--- config.mk ---
export PLATFORM = sky130hd
export DESIGN_NAME = jk_cmd_seq_flat
export DESIGN_NICKNAME = d
export VERILOG_FILES = /design/src/rtl/jk_cmd_seq_pkg.sv /design/src/rtl/jk_cmd_seq_if.sv /design/src/rtl/jk_cmd_fifo.sv /design/src/rtl/jk_cmd_seq.sv /design/src/flat_wrapper.sv
export SDC_FILE = /design/constraint.sdc
export NUM_CORES = 1
export LEC_CHECK = 0
export CORE_ASPECT_RATIO = 0.9
export CORE_MARGIN = 5
export CORE_UTILIZATION = 52
export CTS_BUF_LIST = sky130_fd_sc_hd__clkbuf_8
export CTS_CLUSTER_DIAMETER = 150
export DETAILED_ROUTE_END_ITERATION = 8
export GPL_TIMING_DRIVEN = 0
export PLACE_DENSITY = 0.79
export SLEW_MARGIN = 20
export SYNTH_ARGS = -nofsm -noshare
export SYNTH_HDL_FRONTEND = slang
export SYNTH_SLANG_ARGS = --single-unit
--- constraint.sdc ---
create_clock -name clk -period 2.43 [get_ports clk]
set_input_delay 0.486 -clock clk [delete_from_list [all_inputs] [get_ports clk]]
set_output_delay 0.486 -clock clk [all_outputs]
set_load 0.03 [all_outputs]
--- src/rtl/jk_cmd_seq_pkg.sv ---
// Shared definitions for the JK command sequencer: op and state encodings
// plus the JK reference-model step used by the on-line checker.
package jk_cmd_seq_pkg;

    typedef enum logic [1:0] {
        OP_HOLD = 2'b00,
        OP_RST  = 2'b01,
        OP_SET  = 2'b10,
        OP_TGL  = 2'b11
    } jk_op_e;

    typedef enum logic {
        IDLE = 1'b0,
        RUN  = 1'b1
    } seq_state_e;

    // Returns {valid, q} after one edge with the given {j,k} applied.
    function automatic logic [1:0] model_step(input logic [1:0] op,
                                              input logic       q,
                                              input logic       v);
        logic [1:0] r;
        r = {v, q};
        case (jk_op_e'(op))
            OP_RST:  r = 2'b10;
            OP_SET:  r = 2'b11;
            OP_TGL:  r = {v, ~q};
            default: r = {v, q};
        endcase
        return r;
    endfunction

endpackage

--- src/rtl/jk_cmd_seq_if.sv ---
// Command channel into the JK sequencer: valid/ready handshake carrying op and length.
interface jk_cmd_seq_if #(
    parameter int LEN_W = 4
);
    logic             cmd_valid;
    logic             cmd_ready;
    logic [1:0]       cmd_op;
    logic [LEN_W-1:0] cmd_len;

    modport master (output cmd_valid, cmd_op, cmd_len, input cmd_ready);
    modport slave  (input cmd_valid, cmd_op, cmd_len, output cmd_ready);
endinterface

--- src/rtl/jk_cmd_fifo.sv ---
// Small synchronous FIFO for queued JK commands; wrapping pointers plus an
// explicit occupancy count so full/empty never alias.
module jk_cmd_fifo #(
    parameter int DEPTH = 4,
    parameter int WIDTH = 6
) (
    input  logic                   clk,
    input  logic                   rst,
    input  logic                   push,
    input  logic [WIDTH-1:0]       wdata,
    input  logic                   pop,
    output logic [WIDTH-1:0]       rdata,
    output logic                   full,
    output logic                   empty,
    output logic [$clog2(DEPTH):0] count
);

    localparam int PTR_W = $clog2(DEPTH);
    localparam int CNT_W = PTR_W + 1;

    logic [WIDTH-1:0] mem [DEPTH];
    logic [PTR_W-1:0] wr_ptr;
    logic [PTR_W-1:0] rd_ptr;
    logic             push_ok;
    logic             pop_ok;

    assign full    = (count == CNT_W'(DEPTH));
    assign empty   = (count == '0);
    assign push_ok = push && !full;
    assign pop_ok  = pop && !empty;
    assign rdata   = mem[rd_ptr];

    always_ff @(posedge clk) begin
        if (push_ok) begin
            mem[wr_ptr] <= wdata;
        end
    end

    always_ff @(posedge clk) begin
        if (rst) begin
            wr_ptr <= '0;
            rd_ptr <= '0;
            count  <= '0;
        end else begin
            if (push_ok) begin
                wr_ptr <= wr_ptr + PTR_W'(1);
            end
            if (pop_ok) begin
                rd_ptr <= rd_ptr + PTR_W'(1);
            end
            case ({push_ok, pop_ok})
                2'b10:   count <= count + CNT_W'(1);
                2'b01:   count <= count - CNT_W'(1);
                default: count <= count;
            endcase
        end
    end

endmodule

--- src/rtl/jk_cmd_seq.sv ---
// JK stimulus sequencer: drains queued commands onto registered j/k for len+1
// cycles each and checks the flip-flop's q against a cycle-accurate JK model.
//
// state | meaning
// IDLE  | j/k parked at 00, pops the FIFO head as soon as one is present
// RUN   | holding j/k for the current command, remain counts down to 0
module jk_cmd_seq
    import jk_cmd_seq_pkg::*;
#(
    parameter int DEPTH = 4,
    parameter int LEN_W = 4,
    parameter int ERR_W = 8
) (
    input  logic             clk,
    input  logic             rst,
    jk_cmd_seq_if.slave      cmd,
    output logic             j,
    output logic             k,
    input  logic             q_fb,
    output logic             busy,
    output logic             done,
    output logic             exp_q,
    output logic             exp_valid,
    output logic             err,
    output logic [ERR_W-1:0] err_cnt,
    input  logic             clr_err
);

    localparam int CNT_W = $clog2(DEPTH) + 1;
    localparam int FW    = 2 + LEN_W;

    logic             fifo_push;
    logic             fifo_pop;
    logic             fifo_full;
    logic             fifo_empty;
    logic [CNT_W-1:0] fifo_count;
    logic [FW-1:0]    fifo_head;
    logic [1:0]       head_op;
    logic [LEN_W-1:0] head_len;

    seq_state_e       state;
    seq_state_e       state_nxt;
    logic [1:0]       jk_drv;
    logic [1:0]       jk_nxt;
    logic [LEN_W-1:0] remain;
    logic [LEN_W-1:0] remain_nxt;
    logic             mismatch;

    assign cmd.cmd_ready = (fifo_count < CNT_W'(DEPTH));
    assign fifo_push     = cmd.cmd_valid && !fifo_full;

    jk_cmd_fifo #(
        .DEPTH (DEPTH),
        .WIDTH (FW)
    ) u_fifo (
        .clk   (clk),
        .rst   (rst),
        .push  (fifo_push),
        .wdata ({cmd.cmd_op, cmd.cmd_len}),
        .pop   (fifo_pop),
        .rdata (fifo_head),
        .full  (fifo_full),
        .empty (fifo_empty),
        .count (fifo_count)
    );

    assign head_op  = fifo_head[FW-1:LEN_W];
    assign head_len = fifo_head[LEN_W-1:0];

    always_comb begin
        state_nxt  = state;
        jk_nxt     = jk_drv;
        remain_nxt = remain;
        fifo_pop   = 1'b0;
        done       = 1'b0;
        case (state)
            IDLE: begin
                jk_nxt = OP_HOLD;
                if (!fifo_empty) begin
                    fifo_pop   = 1'b1;
                    jk_nxt     = head_op;
                    remain_nxt = head_len;
                    state_nxt  = RUN;
                end
            end
            RUN: begin
                if (remain != '0) begin
                    remain_nxt = remain - LEN_W'(1);
                end else begin
                    done = 1'b1;
                    // Chain straight into the next command so j/k never bubbles.
                    if (!fifo_empty) begin
                        fifo_pop   = 1'b1;
                        jk_nxt     = head_op;
                        remain_nxt = head_len;
                    end else begin
                        jk_nxt    = OP_HOLD;
                        state_nxt = IDLE;
                    end
                end
            end
            default: state_nxt = IDLE;
        endcase
    end

    always_ff @(posedge clk) begin
        if (rst) begin
            state  <= IDLE;
            jk_drv <= '0;
            remain <= '0;
        end else begin
            state  <= state_nxt;
            jk_drv <= jk_nxt;
            remain <= remain_nxt;
        end
    end

    assign j    = jk_drv[1];
    assign k    = jk_drv[0];
    assign busy = (state == RUN) || !fifo_empty;

    // The model sees the same registered j/k the flip-flop samples.
    always_ff @(posedge clk) begin
        if (rst) begin
            exp_q     <= 1'b0;
            exp_valid <= 1'b0;
        end else begin
            {exp_valid, exp_q} <= model_step(jk_drv, exp_q, exp_valid);
        end
    end

    assign mismatch = exp_valid && (q_fb != exp_q);

    always_ff @(posedge clk) begin
        if (rst) begin
            err     <= 1'b0;
            err_cnt <= '0;
        end else if (clr_err) begin
            err     <= 1'b0;
            err_cnt <= '0;
        end else if (mismatch) begin
            err <= 1'b1;
            if (err_cnt != '1) begin
                err_cnt <= err_cnt + ERR_W'(1);
            end
        end
    end

endmodule

--- src/flat_wrapper.sv ---
// flat-port wrapper written by rule: the top's interface ports become plain ports
module jk_cmd_seq_flat import jk_cmd_seq_pkg::*;
#(
    parameter int DEPTH = 4,
    parameter int LEN_W = 4,
    parameter int ERR_W = 8
)
  (clk, rst, j, k, q_fb, busy, done, exp_q, exp_valid, err, err_cnt, clr_err, cmd_cmd_valid, cmd_cmd_op, cmd_cmd_len, cmd_cmd_ready);
  jk_cmd_seq_if #(.LEN_W(LEN_W)) cmd_i ();
  input  logic clk;
  input  logic rst;
  output logic j;
  output logic k;
  input  logic q_fb;
  output logic busy;
  output logic done;
  output logic exp_q;
  output logic exp_valid;
  output logic err;
  output logic [ERR_W-1:0] err_cnt;
  input  logic clr_err;
  input wire logic [$bits(cmd_i.cmd_valid)-1:0] cmd_cmd_valid;
  input wire logic [$bits(cmd_i.cmd_op)-1:0] cmd_cmd_op;
  input wire logic [$bits(cmd_i.cmd_len)-1:0] cmd_cmd_len;
  output wire logic [$bits(cmd_i.cmd_ready)-1:0] cmd_cmd_ready;
  assign cmd_i.cmd_valid = cmd_cmd_valid;
  assign cmd_i.cmd_op = cmd_cmd_op;
  assign cmd_i.cmd_len = cmd_cmd_len;
  assign cmd_cmd_ready = cmd_i.cmd_ready;
  jk_cmd_seq #(.DEPTH(DEPTH), .LEN_W(LEN_W), .ERR_W(ERR_W)) u_core (.clk(clk), .rst(rst), .cmd(cmd_i), .j(j), .k(k), .q_fb(q_fb), .busy(busy), .done(done), .exp_q(exp_q), .exp_valid(exp_valid), .err(err), .err_cnt(err_cnt), .clr_err(clr_err));
endmodule
==> impl_results.md <==
* Ports at 27
* Hold Fails Final Rpt at 0
* Post-synth ARST share at 0%
* Crit start category: flop
* CTS max path bufs at 2
* Yosys reg bits at 51
* Synthesized cell area at 2230 µm²
* Clock network power share at 16.7%
* Net Sw Frac at a little over a third
* Routability cong. at 0.740
* Drt total wl at 4.09 mm
* Critical Path End Type: flop
* Met2 WL at between 1.5 and 2 mm
* Final min period at around 2.4 ns
* Post-layout total power at 0.00290 W
* Syn Nets at 207
* Post-synth cell types at 41
* Clock slew at reported path FFs at 0.09 ns
* TritonCTS clock tree: built
* Synth top area share at 32.3%
* Worst-path fanout max at 3
* Global route overflow at 0
* Die ar. at ~5700 µm²
* Unrepaired setup endpoints after global routing: true
* Global-route wire length before repair at 6.55 mm
* Via count at about 1500
* Status: finished, final reports clean
* Vias in the first global route at 1417
* Initial DRC count at 70
* Max_slew headroom at 69.0%
* Internal power at 0.00187 W
* Primary FF master, synth: dfxtp_1
* Worst skew pair latency at ~0.30 ns
* Met3 routed WL at 201 µm
* P&R area growth vs syn at 21.8%
* Worst Slack Setup Final at 0.0622 ns
* Fillers at 319
* Top Metal Used: met4
* X dimension of the die at 79.1 µm
* DRC errors left at 0
* Worst hold margin at 0.481 ns
* Sequential share of power at a little over two fifths
* Max Slew Vio Count at 0
* Initial antenna violation count at 0
* Number of synthesized flops with an enable pin at 24
* Initial Utilization at 54.1%
* Max VDD drop at 0.542 mV
* Tot GR Track Use at between 10% and 20%
* Syn_area_per_cell at 12.2 µm²
* Syn Inst Count at 183
* Worst Tran Pin Value at between 0.4 and 0.5 ns
* Seq/Total Area, Yosys at a little under three fifths
* IO buf count at 25
* Core Box Area at 4130 µm²
* Synthesis warning total at 0
* Row count at 22
* Avg WL per Cell at 15.2 µm
* Hpwl dp at ~2.8 mm
* Share of layout cells above drive strength 1 at between 10% and 20%
* Met1 WL at between 1.5 and 2 mm
* ANT cells at 0
* Post-DRT Antenna Nets at 0
* Leak at about 0.94 nW
* Hold buffers post-CTS at 0
* Crit share post-route at 97.4%
* First-pass DRT Iterations at 4
* Clk_skew at ~0.005 ns
* Worst EP arrival at 2.61 ns
* Max-cap violations at 0
* Hold Path Class: reg -> reg
* Place WS at -0.177 ns
* Gate power share at 41.6%
* Top cell type by total area after synthesis: edfxtp_1
* Num Clock Sinks at 51
* Power per Cell Area at 1070 nW/µm²
* Largest net degree at the start of global routing at 17
* Fin nets at around 240
* H-tree depth at 2
* Clk root buf: clkbuf_8
* DR vias/cell at 5.50
* Most area-consuming cells after synthesis: edfxtp_1 (32%), dfxtp_1 (24%), ha_1 (6.7%)
* Final setup vio count at 0
* WP data required at 2.67 ns
* Switching pwr at 0.00103 W
* Setup CP Type: reg -> reg
* Die Height at 72.2 µm
* Max Fclk at 422 MHz
* CTS Buf Count at 5
layout make-up:
| type | instances | area [µm²] | area share, % |
|---|---|---|---|
| Multi-Input combinational cell | 112 | 937 | 34.4 |
| Inverter | 15 | 56.3 | 2.07 |
| Sequential cell | 51 | 1260 | 46.4 |
| Timing Repair Buffer | 30 | 288 | 10.6 |
| Buffer | 5 | 27.5 | 1.01 |
| Clock buffer | 5 | 68.8 | 2.53 |
| Tap cell | 48 | 60.1 | 2.21 |
| Clock inverter | 3 | 20.0 | 0.736 |
registers in the layout, indices dropped and copies added, names as in the netlist, named ones only:
signal and cells:
u_core.u_fifo.count 3, u_core.exp_q 1, u_core.err 1, u_core.u_fifo.rd_ptr 2, u_core.err_cnt 8, u_core.u_fifo.wr_ptr 2
u_core.jk_drv 2, u_core.remain 4, u_core.exp_valid 1, u_core.state 1, u_core.u_fifo.mem 24
power groups by stage:
stage | registers [W] | logic (W) | clock network, W
final | 0.00121 | 0.00121 | 0.000485
after global routing | 0.00123 | 0.00134 | 0.000525
after CTS | 0.00120 | 0.00113 | 0.000495
after detailed placement | 0.00122 | 0.00105 | 0
after global placement | 0.00121 | 0.00103 | 0
after floorplan | 0.00125 | 0.000733 | 0
metal layers:
layer	vias up	GRT usage, %
li1	737	-
met2	37	23.7
met4	0	4.58
met5	-	0
met1	700	20.0
met3	6	3.60
through the flow:
step | std cells | TNS, ns | util, % | area (µm²)
3_5_place_dp | 256 | -0.183 | 62.1 | 2560
4_1_cts | 267 | 0 | 65.0 | 2690
5_1_grt | 269 | -0.0538 | 65.9 | 2720
2_1_floorplan | 183 | 0 | - | 2250
3_3_place_gp | 256 | -0.121 | 62.1 | 2560
6_report | 269 | 0 | 65.9 | 2720
worst max-delay path, stage by stage, from the launching register on:
cell and delay (ns):
dfxtp_2 0.34, inv_2 0.08, ha_4 0.14, or3b_4 0.40
a21oi_4 0.19, ha_4 0.16, inv_1 0.05, fa_2 0.33
xor2_1 0.15, or3_1 0.36, a21oi_2 0.11
cells by family after synthesis:
kind of cell	Yosys count	synth area share, %
buffers and inverters	20	3.75
adder cells (fa/ha/maj)	13	7.61
AND/OR/NAND/NOR	50	11.9
flip-flops	51	56.4
XOR/XNOR	7	3.08
AO/OA/AOI/OAI	33	9.80
multiplexers	9	7.45
cell usage in the layout, fill, tap and decap left out, types with 4 or more instances in the layout:
cell type and n:
dfxtp_1 25, clkdlybuf4s50_1 25, edfxtp_1 24, nor2_1 15
inv_1 14, a21oi_1 11, ha_1 10, nand2_1 7
or3_1 6, mux4_2 6, and2_1 5, clkbuf_8 5
buf_4 5, nand3_1 4, a211oi_1 4, o21ai_0 4
xnor2_1 4
path summary, 6_finish.rpt:
| check | startpoint | to | slack, ns | cells after the start |
|---|---|---|---|---|
| worst max register to register | u_core.remain[1]$_SDFF_PP0_ | u_core.u_fifo.count[2]$_SDFFE_PP0P_ | 0.06 | 10 |
| worst min register to register | u_core.err$_SDFFE_PP0P_ | u_core.err$_SDFFE_PP0P_ | 0.48 | 2 |
| worst min-delay path | u_core.err$_SDFFE_PP0P_ | u_core.err$_SDFFE_PP0P_ | 0.48 | 2 |
| worst max-delay path | u_core.remain[1]$_SDFF_PP0_ | u_core.u_fifo.count[2]$_SDFFE_PP0P_ | 0.06 | 10 |
Yosys cell counts (all sizes together) (2+ instances only):
| library cell | count |
|---|---|
| xor2 | 3 |
| ha | 12 |
| a211oi | 4 |
| mux2i | 2 |
| mux4 | 6 |
| dfxtp | 27 |
| or3 | 6 |
| edfxtp | 24 |
| nand3 | 4 |
| buf | 2 |
| a21oi | 13 |
| nand2b | 3 |
| clkbuf | 3 |
| xnor2 | 4 |
| o21ai | 4 |
| a22oi | 2 |
| or4 | 3 |
| o31ai | 3 |
| and2 | 5 |
| inv | 15 |
| nand2 | 7 |
| nor2 | 15 |
repair_timing:
item / in CTS / in global routing
hold endpoints to repair: 0 / 0
setup buffers: 3 / 2
pin swaps: 2 / 6
resized for setup: 2 / 6
endpoints found under the setup margin: 2 / 2
Note: power is estimated with default switching activity, not from simulation.
==> RTL edit: new RTL, same settings <==
Put one more register stage on the output `err_cnt`, cleared by the reset. The value now appears one clock later. The other outputs are not delayed to match.
--- a/src/rtl/jk_cmd_seq.sv
+++ b/src/rtl/jk_cmd_seq.sv
@@ -28,6 +28,8 @@
 
     localparam int CNT_W = $clog2(DEPTH) + 1;
     localparam int FW    = 2 + LEN_W;
+
+    logic [ERR_W-1:0] err_cnt_s0;
 
     logic             fifo_push;
     logic             fifo_pop;
@@ -134,15 +136,23 @@
     always_ff @(posedge clk) begin
         if (rst) begin
             err     <= 1'b0;
-            err_cnt <= '0;
+            err_cnt_s0 <= '0;
         end else if (clr_err) begin
             err     <= 1'b0;
-            err_cnt <= '0;
+            err_cnt_s0 <= '0;
         end else if (mismatch) begin
             err <= 1'b1;
-            if (err_cnt != '1) begin
-                err_cnt <= err_cnt + ERR_W'(1);
+            if (err_cnt_s0 != '1) begin
+                err_cnt_s0 <= err_cnt_s0 + ERR_W'(1);
             end
+        end
+    end
+
+    always_ff @(posedge clk) begin
+        if (rst) begin
+            err_cnt <= '0;
+        end else begin
+            err_cnt <= err_cnt_s0;
         end
     end
 
Function: changed (Yosys sat finds a counterexample within 10 cycles, from zero or initial values and one cycle with rst high).
==> RTL edit against the unedited design <==
Setup slack improved by 0.013 ns; worst hold slack worse by 0.0067 ns; design area grew 14%; largest cell class unchanged; total power is 21% higher; wire length rose by 7.7%; largest power group unchanged; sequential cell count grew 8; area after synthesis grew 11%; die area is 9.3% higher; final cell count increased by 16%.
==> RTL edit: results <==
{
  "r2r-end": "u_core.u_fifo.count[2]",
  "numCtsBuffers": 9,
  "gp_congestion": 0.812,
  "grt_pass1_wl_um": 6930,
  "holdCritPathClass": "reg -> reg",
  "port_buffers": 26,
  "r2r_start": "u_core.remain[0]",
  "critical_path_arrival_ns": 2.62,
  "reg.largest.list": "u_core.u_fifo.mem x24, u_core.err_cnt x8, u_core.err_cnt_s0 x8",
  "cts-htree-levels": 3,
  "grtUsageTotal": 0.156,
  "outcome": "complete, no violations",
  "end_kind": "flop",
  "grt_pass1_vias": 1399,
  "clkTransAtPathRegs_ns": 0.07,
  "tightest_slew_ns": 0.509,
  "fillers": 324,
  "hpwlAfterDp_um": 2990,
  "clkLatencyLatePin_ns": 0.33,
  "drive_gt1_frac": 0.188,
  "crit_fanout": 2,
  "finalNetCount": 269,
  "power.static_leakage_nw": 1.11,
  "synthTopCellsByCount": "35 x dfxtp_1, 24 x edfxtp_1, 17 x nor2_1",
  "clockBufferDepth": 2,
  "synthTopCellsByArea": "edfxtp_1 29%, dfxtp_1 28%, ha_1 6.1%, mux4_2 5.5%, nor2_1 2.6%",
  "dr.pass1.iters": 4,
  "diodes": 0,
  "grt_start_max_net_pins": 12,
  "synth_nets": 228,
  "ys_types": 39,
  "route.detailed.vias_per_inst": 5.33,
  "fin_worst_skew_ns": 0.00607,
  "ir_drop_mv": 0.609,
  "synth_seq_area_share": 0.574,
  "routed_wl_um": 4400,
  "drtIter0Drc": 90
}
[RTL edit: cell count changes after synthesis, moves of 2 or more]
| cell | delta |
|---|---|
| nor3_1 | +4 |
| o21ai_0 | +2 |
| dfxtp_1 | +8 |
| nor2b_1 | +8 |
| nor2_1 | +2 |
| nand2b_1 | -3 |
[RTL edit: worst max-delay path, delay by kind of cell (launching register included)]
kind                       cells  cell delay (ns)
adders and majority gates      3             0.61
xor gates and xnor gates       1             0.16
and+or+nand+nor                2             0.77
AOI/OAI and AO/OA              2             0.30
DFF                            1             0.36
buffers and inverters          2             0.10
[RTL edit: cell type report]
cell class | count | area, um2 | area share
clock inverter | 7 | 92.6 | 0.0298
inverter | 15 | 58.8 | 0.0189
timing repair buffer | 32 | 305 | 0.0981
clock buffer | 9 | 124 | 0.0398
sequential | 59 | 1430 | 0.458
multi-input combinational | 122 | 995 | 0.320
tap | 62 | 77.6 | 0.0249
buffer | 6 | 32.5 | 0.0105
[RTL edit: worst min-delay path by stage]
stage                          from                end  slack, ns  cells after the start
2_1_floorplan      u_core.remain[0]   u_core.remain[0]       0.45                      1
6_report                 u_core.err         u_core.err       0.47                      2
4_1_cts                  u_core.err         u_core.err       0.48                      2
3_3_place_gp             u_core.err         u_core.err       0.45                      2
3_5_place_dp             u_core.err         u_core.err       0.46                      2
5_1_grt        u_core.err_cnt_s0[6]  u_core.err_cnt[6]       0.51                      1
[RTL edit: cells by family (layout without fill, tap and decap cells)]
group,count (synthesis),in the layout,share of synthesized area
muxes,8,8,0.0627
adders and majority gates,13,13,0.0688
xor gates and xnor gates,7,7,0.0278
DFF,59,59,0.574
and+or+nand+nor,58,58,0.122
buffers and inverters,23,69,0.0420
AOI/OAI and AO/OA,36,36,0.103
[RTL edit: metal layers]
layer,up-vias,GRT usage,routed length [um]
met4,0,0.0544,25
li1,816,-,-
met1,793,0.208,2080
met5,-,0,0
met2,53,0.227,2000
met3,2,0.0721,298
[RTL edit: report_power, final]
group | internal [W] | switching (W) | total [W]
clock | 0.000573 | 0.000386 | 0.000959
combinational | 0.000577 | 0.000613 | 0.00119
sequential | 0.00120 | 0.000158 | 0.00135
[RTL edit: timing repair]
action,4_1_cts,5_1_grt
resized for setup,11,3
hold endpoints to repair,0,0
setup endpoints to repair,4,3
buffers inserted,5,1
pin swaps,3,5
hold buffers,0,0
[RTL edit: metrics by stage]
stage,std cells,area [um2],hold slack (ns),setup slack (ns)
finish,312,3110,0.475,0.0749
global route,312,3110,0.505,-0.00966
CTS,313,3110,0.479,0.00533
detailed placement,292,2820,0.463,-0.179
global placement,292,2820,0.451,-0.132
floorplan,204,2480,0.453,0.00376
